===== src/rtl/hd_kernel_rr_scheduler.sv =====
// Round-robin scheduler that shares one hd08 FHE kernel (y0 = x0^x1^...^x7) among NREQ requesters.
// Define HD_KERNEL_PIPE_EN to add a PIPE stage between the kernel output and the response slot.
module hd_kernel_rr_scheduler #(
  parameter int NREQ = 4,
  parameter int TAGW = 4,
  parameter int CNTW = 16
) (
  input  logic                 clk,
  input  logic                 rst_n,
  input  logic [NREQ-1:0]      req_valid,
  output logic [NREQ-1:0]      req_ready,
  input  logic [8*NREQ-1:0]    req_data,
  input  logic [TAGW*NREQ-1:0] req_tag,
  output logic                 rsp_valid,
  input  logic                 rsp_ready,
  output logic                 rsp_y,
  output logic [2:0]           rsp_src,
  output logic [TAGW-1:0]      rsp_tag,
  output logic                 busy,
  output logic [CNTW-1:0]      ops_done
);

  localparam int IW = 3;

`ifdef HD_KERNEL_PIPE_EN
  typedef enum logic [1:0] {IDLE = 2'd0, EVAL = 2'd1, PIPE = 2'd2, HOLD = 2'd3} state_t;
`else
  typedef enum logic [1:0] {IDLE = 2'd0, EVAL = 2'd1, HOLD = 2'd3} state_t;
`endif

  state_t          state_q, state_d;
  logic [IW-1:0]   ptr;
  logic [7:0]      op_data;
  logic [TAGW-1:0] op_tag;
  logic [IW-1:0]   op_src;
  logic            gnt_found;
  logic [IW-1:0]   gnt_idx;
  logic [7:0]      sel_data;
  logic [TAGW-1:0] sel_tag;
  logic            can_issue;
  logic            accept;
`ifdef HD_KERNEL_PIPE_EN
  logic            pipe_y;
`endif

  function automatic logic hd08(input logic [7:0] x);
    return ^x;
  endfunction

  // Two passes give the wrap-around scan: first from ptr upward, then from 0.
  always_comb begin
    // NOTE: every combinationally written signal gets a default first so no latch is inferred.
    gnt_found = 1'b0;
    gnt_idx   = '0;
    for (int i = 0; i < NREQ; i++) begin
      if (!gnt_found && i >= int'(ptr) && req_valid[i]) begin
        gnt_found = 1'b1;
        gnt_idx   = IW'(i);
      end
    end
    for (int i = 0; i < NREQ; i++) begin
      if (!gnt_found && req_valid[i]) begin
        gnt_found = 1'b1;
        gnt_idx   = IW'(i);
      end
    end
  end

  always_comb begin
    sel_data = '0;
    sel_tag  = '0;
    for (int i = 0; i < NREQ; i++) begin
      if (gnt_idx == IW'(i)) begin
        sel_data = req_data[8*i +: 8];
        sel_tag  = req_tag[TAGW*i +: TAGW];
      end
    end
  end

  assign can_issue = (state_q == IDLE) || (state_q == HOLD && rsp_ready);
  assign accept    = can_issue && gnt_found;

  always_comb begin
    req_ready = '0;
    for (int i = 0; i < NREQ; i++) begin
      req_ready[i] = accept && (gnt_idx == IW'(i));
    end
  end

  always_comb begin
    state_d = state_q;
    case (state_q)
      IDLE: if (accept) state_d = EVAL;
`ifdef HD_KERNEL_PIPE_EN
      EVAL: state_d = PIPE;
      PIPE: state_d = HOLD;
`else
      EVAL: state_d = HOLD;
`endif
      HOLD: if (rsp_ready) state_d = accept ? EVAL : IDLE;
      default: state_d = IDLE;
    endcase
  end

  assign rsp_valid = (state_q == HOLD);
  assign busy      = (state_q != IDLE);

  always_ff @(posedge clk or negedge rst_n) begin
    if (!rst_n) begin
      // NOTE: sequential state uses non-blocking assignments so every register samples pre-edge values.
      state_q  <= IDLE;
      ptr      <= '0;
      op_data  <= '0;
      op_tag   <= '0;
      op_src   <= '0;
      rsp_y    <= 1'b0;
      rsp_src  <= '0;
      rsp_tag  <= '0;
      ops_done <= '0;
`ifdef HD_KERNEL_PIPE_EN
      pipe_y   <= 1'b0;
`endif
    end else begin
      state_q <= state_d;
      if (accept) begin
        op_data <= sel_data;
        op_tag  <= sel_tag;
        op_src  <= gnt_idx;
        ptr     <= (gnt_idx == IW'(NREQ - 1)) ? '0 : gnt_idx + 1'b1;
      end
`ifdef HD_KERNEL_PIPE_EN
      if (state_q == EVAL) pipe_y <= hd08(op_data);
      if (state_q == PIPE) begin
        rsp_y   <= pipe_y;
        rsp_src <= op_src;
        rsp_tag <= op_tag;
      end
`else
      if (state_q == EVAL) begin
        rsp_y   <= hd08(op_data);
        rsp_src <= op_src;
        rsp_tag <= op_tag;
      end
`endif
      if (rsp_valid && rsp_ready) ops_done <= ops_done + 1'b1;
    end
  end

endmodule


===== config.mk =====
export PLATFORM = sky130hd
export DESIGN_NAME = hd_kernel_rr_scheduler
export DESIGN_NICKNAME = d
export VERILOG_FILES = /design/src/rtl/hd_kernel_rr_scheduler.sv
export SDC_FILE = /design/constraint.sdc
export NUM_CORES = 1
export LEC_CHECK = 0
export ABC_AREA = 1
export CAP_MARGIN = 25
export CELL_PAD_IN_SITES_DETAIL_PLACEMENT = 2
export CELL_PAD_IN_SITES_GLOBAL_PLACEMENT = 2
export CORE_MARGIN = 4
export CORE_UTILIZATION = 22
export CTS_CLUSTER_DIAMETER = 100
export CTS_CLUSTER_SIZE = 20
export DETAILED_ROUTE_END_ITERATION = 10
export GPL_TIMING_DRIVEN = 0
export HOLD_SLACK_MARGIN = 0.12
export PLACE_DENSITY = 0.86
export SYNTH_ARGS = -nofsm -noshare
export SYNTH_HDL_FRONTEND = slang
export SYNTH_SLANG_ARGS = --single-unit

===== constraint.sdc =====
create_clock -name clk -period 2.4 [get_ports clk]
set_clock_uncertainty 0.15 [all_clocks]
set_input_delay 0.24 -clock clk [delete_from_list [all_inputs] [get_ports clk]]
set_output_delay 0.24 -clock clk [all_outputs]
set_load 0.05 [all_outputs]

==> Word level (Yosys, flattened, before mapping) <==
Index checks and enable logic that the tools add are counted.
{ "word_totals": {"ff_bits": 44, "mem_bits_rw": 0, "output_inout_bits": 30, "romBits": 0, "memories": 0, "latchBits": 0, "word_cells": 80, "input_bits": 55} }
{ "classes": {"addsub": 2, "n_reduce_logical": 30, "shift": 0, "order_cmp": 4, "mul": 0, "n_div": 0, "n_bitwise": 0, "n_mux": 28, "n_eq_ne": 7} }
{ "op_table": {"columns": ["cell", "count"], "rows": [
  ["$mux W8", 4],
  ["$mux W3", 7],
  ["$logic_and A1 B1 Y1", 17],
  ["$add A16 B1 Y16 const B", 1],
  ["$mux W4", 4],
  ["$mux W1", 10],
  ["$reduce_xor A8 Y1", 1],
  ["$logic_not A1 Y1", 7],
  ["$eq A3 B2 Y1 const B", 2],
  ["$ge A1 B3 Y1 const A", 2],
  ["$ge A2 B3 Y1 const A", 2],
  ["$pmux W2 S3", 1],
  ["$mux W2", 2],
  ["$add A3 B1 Y3 const B", 1],
  ["$eq A3 B1 Y1 const B", 1],
  ["$logic_not A3 Y1", 1],
  ["$eq A2 B1 Y1 const B", 1],
  ["$eq A2 B2 Y1 const B", 1],
  ["$logic_not A2 Y1", 1],
  ["$ne A2 B1 Y1 const B", 1],
  ["$ne A2 B2 Y1 const B", 1],
  ["$reduce_and A2 Y1", 1],
  ["$reduce_bool A2 Y1", 1],
  ["$logic_or A1 B1 Y1", 1]
]} }

==> Logic depth before layout (Yosys ltp) <==
Gate-level depths: netlist of the first run.
{ "depth": {"depth_word": 32, "mapped_depth": 17, "ltp_nobuf": 16} }

==> Worst setup path after synthesis of the first run <==
OpenSTA, ideal clock, no wires.
{ "synth_timing": {"path_type": "register -> output", "from": "reg ptr[0]", "to": "out req_ready[2]", "path_stages_with_launch": 10, "setup_slack_ns": -0.114, "t_arrival_ns": 2.124, "cell_sequence": "dfrtp_1 nor2_1 nand2_1 nand3_2 nor2_4 a21oi_1 ha_1 inv_1 clkbuf_1 nor2_1"} }
{ "synth_via": {"elab_chain_len": 29, "word_cells_on_any_way": 40} }
{ "synth_lines": {"columns": ["element", "line_no", "rtl"], "rows": [
  ["from (decl)", "32", "logic [IW-1:0] ptr;"],
  ["from (signal assigned)", "129", "ptr <= (gnt_idx == IW'(NREQ - 1)) ? '0 : gnt_idx + 1'b1;"],
  ["$ge A1 B3 Y1", "56", "if (!gnt_found && i >= int'(ptr) && req_valid[i]) begin"],
  ["$logic_and A1 B1 Y1", "56", null],
  ["$mux W1", "56", null],
  ["$logic_not A1 Y1", "56", null],
  ["$logic_and A1 B1 Y1 (2 in series)", "56", null],
  ["$mux W1", "56", null],
  ["$logic_not A1 Y1", "56", null],
  ["$logic_and A1 B1 Y1 (2 in series)", "56", null],
  ["(+11 left out)", null, null],
  ["$logic_not A1 Y1", "62", "if (!gnt_found && req_valid[i]) begin"],
  ["$logic_and A1 B1 Y1", "62", null],
  ["$mux W1", "62", null],
  ["$logic_not A1 Y1", "62", null],
  ["$logic_and A1 B1 Y1", "62", null],
  ["$mux W3 / $mux W1 (equally long branches)", "62", null],
  ["$eq A3 B2 Y1 / $logic_and A1 B1 Y1 (equally long branches)", "86, 81", null],
  ["$logic_and A1 B1 Y1 (*)", "86", "req_ready[i] = accept && (gnt_idx == IW'(i));"],
  ["to (decl)", "11", "output logic [NREQ-1:0] req_ready,"]
]} }
Every way passes the cells marked *; elsewhere a longest branch is shown, timed or not.

==> Worst setup path in the final report of the first run <==
{ "layout_timing": {"from": "reg ptr[1]", "to": "out req_ready[2]"} }
Same word-level chain as after synthesis.

==> impl_metrics.toml, run 1 <==
[critical_path]
arrival_ns = 2.10
cp-start-kind = "flip-flop"
r2r_slack_ns = -0.05
reg2regPathDepth = 15
required_ns = 2.01
path_max_fanout = 10
critPathCaptureType = "primary output"
reg2reg_from = "ptr[1]"
critPathKind = "reg -> out"
rr_endpoint = "op_data[3]"

[place]
place_inst = 556
hpwl_um = 6796
gp_congestion = 0.7684
port_buffers = 83
placed_area_sq_mm = 0.003493

[yosys]
yosysTopAreaCellShare_pct = 41.62
synthFlopType = "dfrtp_1"
yosysSeqAreaShare_pct = 41.62
synth_area_sq_mm = 0.002465
synth_area_leader_cell = "dfrtp_1"
postSynthCellCount = 332
synth_edf_count = 0
synthTopCellsByArea = "dfrtp_1, nand2_1, o21ai_0, nand3_1, xnor2_1"
yosysWarnings = 0
avgSynthCellArea_sq_um = 7.424
synth.cells.most_frequent = "nand2_1, dfrtp_1, o21ai_0"
yosysMostFrequentCell = "nand2_1"
yosys_register_bits = 41
synthArstFlopShare_pct = 100.0
ys_types = 29
syn-num-nets = 392

[timing]
rsz0062_at_grt = "yes"
hold_ws_ns = 0.2201
fin_ws_ns = -0.08646
clock.fmax_mhz = 402.2
post-route-min-period_ns = 2.486
setup_viol = 10
tightest_slew_ns = 0.5774
max_slew_margin_pct = 61.39
finalMaxSlewViolations = 0
post-route-period-util_pct = 103.6
hold_viol_final = 0

[run_status]
status = "complete, but fails checks"
violations = "setup timing"

[grt]
grt_start_max_net_pins = 32
antenna_found_initial = 0
grt_pass1_wl_um = 14640
overflow = 0
gr-usage-all-layers_pct = 13.66
grt_pass1_vias = 3013

[routing]
first_pass_iters = 4
postRouteAntennaNets = 0
routed_wl_um = 9446
wl_per_cell_um = 16.37
num_vias = 2660
drc = 0
drt_iter0_markers = 107
viasPerCell = 4.610

[power_and_ir_drop]
leakage_nw = 1.760
peakVddDrop_mv = 0.3934
power.density_mw_per_mm2 = 1070

[cts]
cts_tree = "yes"
numCtsBuffers = 5
path_clk_slew_ns = 0.09
clkSinkCount = 41
clockBufferDepth = 2
cts-root-buf = "clkbuf_8"
clock_latency_ns = 0.30
h-tree-depth = 2

[layout]
area_delta_synth_final_pct = 59.49
fin_area_sq_mm = 0.003931
antenna_cells = 0
nFillCells = 1239
drive_above_1_share_pct = 20.59
final_cells = 577
utilization_pct = 36.11
layout.nets = 496

[floorplanning]
die_width_um = 113.9
die-area_sq_mm = 0.01296
die_h_um = 113.9
start_util_pct = 22.64
rows = 38
ios = 85
coreArea_sq_mm = 0.01089

[run]
drv_cap = 0

[hold_path]
hp-class = "in -> async"
==> cell families (layout without fill, tap and decap cells) <==
family / count (synthesis) / in the layout / synth area share (%)
AND/OR/NAND/NOR: 182 / 182 / 32.39
AO/OA/AOI/OAI: 45 / 45 / 9.391
flip-flops: 41 / 41 / 41.62
buffers and inverters: 38 / 143 / 6.802
XOR/XNOR: 20 / 20 / 7.107
adder cells (fa/ha/maj): 5 / 5 / 2.538
other: 1 / 1 / 0.1521
==> per-stage QoR <==
stage	setup slack, ns	setup TNS (ns)	total power, W
floorplan	0.03841	0	0.002521
global placement	-1.030	-16.05	0.003120
detailed placement	-1.050	-12.25	0.003242
CTS	-0.06638	-0.1525	0.003877
global route	-0.2474	-2.807	0.004556
finish	-0.08646	-0.4095	0.004208
==> cell usage in the layout (no fill, tap or decap), types with 2 or more instances in the layout <==
cell and instances:
nand2_1 113, clkdlybuf4s50_1 77, dfrtp_1 40, nand3_1 22
inv_1 18, o21ai_1 18, xnor2_1 11, buf_4 11
nor2_1 10, nand2_2 9, a21oi_1 9, xor2_1 9
o21ai_2 7, nor2_2 5, nor2_4 5, buf_8 5
buf_6 5, buf_2 5, o21ai_0 5, clkbuf_8 5
inv_2 4, nand3_2 4, nor3_1 4, a21oi_2 4
nand4_1 3, inv_4 3, ha_4 3, nand2_4 2
buf_12 2, clkbuf_1 2, nand4_2 2, clkinvlp_4 2
==> where the power goes <==
group,internal (W),switching [W],total [W]
combinational,0.00104,0.00156,0.00260
clock,0.000205,0.000255,0.000460
sequential,0.000932,0.000213,0.00115
==> flip-flops by register name, summed over array words and instances (netlist names) <==
signal / cells
ptr: 2
rsp_y: 1
state_q: 2
op_src: 2
rsp_src: 2
op_tag: 4
op_data: 8
ops_done: 16
rsp_tag: 4
==> worst max-delay path: stages, from the launching register on <==
cell     delay, ns
dfrtp_2       0.45
nor2_2        0.10
nand2_2       0.09
nand4_1       0.10
nand2_2       0.09
a21oi_4       0.25
ha_4          0.23
inv_4         0.06
buf_8         0.14
nor2_4        0.12
buf_8         0.15
==> repair_timing <==
item / in CTS / in global routing
setup endpoints to repair: 16 / 16
resized for setup: 58 / 63
cloned: 0 / 2
endpoints found under the hold margin: 41 / 0
hold buffers: 1 / 0
buffers inserted: 3 / 9
pin swaps: 1 / 19
==> worst max path at each step <==
stage	startpoint	to	slack, ns	cells past startpoint
after floorplan	state_q[0]	req_ready[0]	0.04	6
after global placement	req_valid[1]	req_ready[2]	-1.03	10
after detailed placement	req_valid[1]	req_ready[2]	-1.05	10
after CTS	ptr[1]	req_ready[2]	-0.07	11
after global routing	ptr[0]	op_data[3]	-0.25	15
final	ptr[1]	req_ready[2]	-0.09	10
==> metal layers <==
| layer | share of wire, % | up-vias | global-route usage (%) |
|---|---|---|---|
| met4 | 1.5 | 0 | 2.850 |
| met5 | 0 | - | 0 |
| met1 | 40 | 1293 | 16.10 |
| met2 | 52 | 88 | 24.62 |
| met3 | 6.5 | 12 | 4.032 |
| li1 | - | 1267 | - |
==> final cells by class <==
class	instances	area, sq um	share of cell area, %
inverter	25	101.3	2.578
timing repair buffer	98	993.5	25.27
multi-input combinational	253	1438	36.57
sequential	41	1027	26.13
clock buffer	6	72.57	1.846
tap	140	175.2	4.456
clock inverter	2	15.01	0.3819
buffer	12	108.9	2.769
(Power assumes the default switching activity.)
==> run 2: changes to the inputs <==
--- a/config.mk
+++ b/config.mk
@@ -9,14 +9,14 @@
 export CAP_MARGIN = 25
 export CELL_PAD_IN_SITES_DETAIL_PLACEMENT = 2
 export CELL_PAD_IN_SITES_GLOBAL_PLACEMENT = 2
-export CORE_MARGIN = 4
-export CORE_UTILIZATION = 22
+export CORE_MARGIN = 1
+export CORE_UTILIZATION = 26
 export CTS_CLUSTER_DIAMETER = 100
 export CTS_CLUSTER_SIZE = 20
 export DETAILED_ROUTE_END_ITERATION = 10
 export GPL_TIMING_DRIVEN = 0
 export HOLD_SLACK_MARGIN = 0.12
-export PLACE_DENSITY = 0.86
+export PLACE_DENSITY = 0.94
 export SYNTH_ARGS = -nofsm -noshare
 export SYNTH_HDL_FRONTEND = slang
 export SYNTH_SLANG_ARGS = --single-unit
==> constraint.sdc (replaced) <==
create_clock -name clk -period 2.9 [get_ports clk]
set_clock_uncertainty 0.15 [all_clocks]
set_input_delay 0.29 -clock clk [delete_from_list [all_inputs] [get_ports clk]]
set_output_delay 0.29 -clock clk [all_outputs]
set_load 0.05 [all_outputs]
==> run 2 against run 1 <==
Net effect:
- the flow now finishes without violations
- power decreased by 25%
- sequential share of layout area increased by 2.4 points
- routed wire length decreased by 15%
- count of clock-buffer cells in the layout unchanged
- register-to-register slack improved by 0.28 ns
- combinational power decreased by 34%
- via count decreased by 4.6%
- final cell count decreased by 7.3%
- die area decreased by 24%
- global-route usage increased by 3.1 points
- critical path type is now in -> out
- highest routed layer unchanged
==> impl_metrics.toml, run 2 (synthesis gave the netlist of run 1 again) <==
[floorplanning]
start_util_pct = 26.80
ios = 85
rows = 35
die_width_um = 99.37
die-area_sq_mm = 0.009873
coreArea_sq_mm = 0.009196
die_h_um = 99.37

[routing]
viasPerCell = 4.742
routed_wl_um = 8033
num_vias = 2537
drt_iter0_markers = 39
postRouteAntennaNets = 0
drc = 0
wl_per_cell_um = 15.01
first_pass_iters = 4

[power_and_ir_drop]
power_w = 0.003146
power.density_mw_per_mm2 = 874.6
peakVddDrop_mv = 0.2565
leakage_nw = 1.684

[place]
dp_slack_ns = -0.7405
gp_congestion = 0.7487
hpwl_um = 6655
port_buffers = 83
placed_area_sq_mm = 0.003457

[critical_path]
arrival_ns = 2.32
critPathKind = "in -> out"
cp-start-kind = "input pin"
required_ns = 2.46
critPathCaptureType = "primary output"
path_max_fanout = 10

[grt]
grt_pass1_wl_um = 13230
overflow = 0
gr-usage-all-layers_pct = 16.81
grt_pass1_vias = 2831
grt_start_max_net_pins = 23
antenna_found_initial = 0

[timing]
setup_viol = 0
post-route-min-period_ns = 2.764
hold_ws_ns = 0.3316
hold_viol_final = 0
fin_ws_ns = 0.1356
finalMaxSlewViolations = 0
max_slew_margin_pct = 65.20
clock.fmax_mhz = 361.7
post-route-period-util_pct = 95.32
rsz0062_at_grt = "yes"
tightest_slew_ns = 0.5204

[layout]
regMostFlops = "ops_done"
largest_register_ffs = 16
antenna_cells = 0
mostFrequentLayoutCell = "nand2_1"
top_regs = "ops_done x16, op_data x8"
nFillCells = 1077
fin_area_sq_mm = 0.003597
area_delta_synth_final_pct = 45.94
layout_common_cells = "nand2_1, clkdlybuf4s50_1, dfrtp_1"
layout.nets = 483
drive_above_1_share_pct = 8.726

[cts]
cts_tree = "yes"
path_clk_slew_ns = 0.08
clockBufferDepth = 2
clkSinkCount = 41
cts_setup_buffers = 0
clock_latency_ns = 0.30
cts-root-buf = "clkbuf_8"
numCtsBuffers = 5
h-tree-depth = 2

[run]
drv_cap = 0

[run_status]
status = "complete, no violations"

[hold_path]
hp-class = "reg -> reg"
==> run 2: layout make-up <==
cell class | instances | area, sq um | area share (%)
Multi-Input combinational cell | 253 | 1287 | 35.79
Sequential cell | 41 | 1026 | 28.52
Timing Repair Buffer | 85 | 854.6 | 23.76
Tap cell | 111 | 138.9 | 3.861
Inverter | 25 | 93.84 | 2.609
Clock buffer | 6 | 82.58 | 2.296
Buffer | 12 | 76.32 | 2.122
Clock inverter | 2 | 37.54 | 1.043
==> run 2: report_power, final <==
| part | internal (W) | total (W) | switching (W) |
|---|---|---|---|
| Combinational | 0.000638 | 0.00172 | 0.00108 |
| Clock | 0.000280 | 0.000488 | 0.000208 |
| Sequential | 0.000770 | 0.000938 | 0.000167 |
| Total | 0.00169 | 0.00315 | 0.00146 |
==> run 2: final timing paths <==
path	startpoint	end	slack, ns	cells after the start
min in group asynchronous	rst_n	op_src[0]	0.35	2
worst max-delay path	req_valid[3]	req_ready[1]	0.14	10
worst max register to register	ptr[1]	op_tag[2]	0.23	16
worst min-delay path	rsp_src[0]	rsp_src[0]	0.33	2
max in group asynchronous	rst_n	ops_done[6]	1.76	3
worst min register to register	rsp_src[0]	rsp_src[0]	0.33	2
==> run 2: critical path, stage by stage <==
cell and delay [ns]:
clkdlybuf4s50_1 0.45, or2_2 0.32, nor2_4 0.20, a21oi_4 0.11, inv_1 0.10, ha_1 0.25, clkbuf_4 0.24, inv_1 0.06
nor2_1 0.11, buf_4 0.20
==> run 2: through the flow <==
stage	instances	utilization, %	setup TNS, ns
6_report	535	39.12	0
3_5_place_dp	527	37.59	-6.503
4_1_cts	536	38.98	0
2_1_floorplan	332	-	0
5_1_grt	535	39.12	-0.002277
3_3_place_gp	526	37.35	-3.377
==> run 2: repair_timing <==
| action | CTS | global route |
|---|---|---|
| setup endpoints to repair | 14 | 14 |
| hold buffers | 1 | 0 |
| endpoints found under the hold margin | 19 | 0 |
| pin swaps | 0 | 0 |
| resized for setup | 21 | 8 |
==> run 2: metal layers <==
| layer | global-route usage (%) | vias up | routed length [um] |
|---|---|---|---|
| li1 | - | 1239 | - |
| met1 | 17.98 | 1221 | 3272 |
| met2 | 33.23 | 71 | 4254 |
| met3 | 3.865 | 6 | 435 |
| met4 | 3.620 | 0 | 71 |
| met5 | 0 | - | 0 |
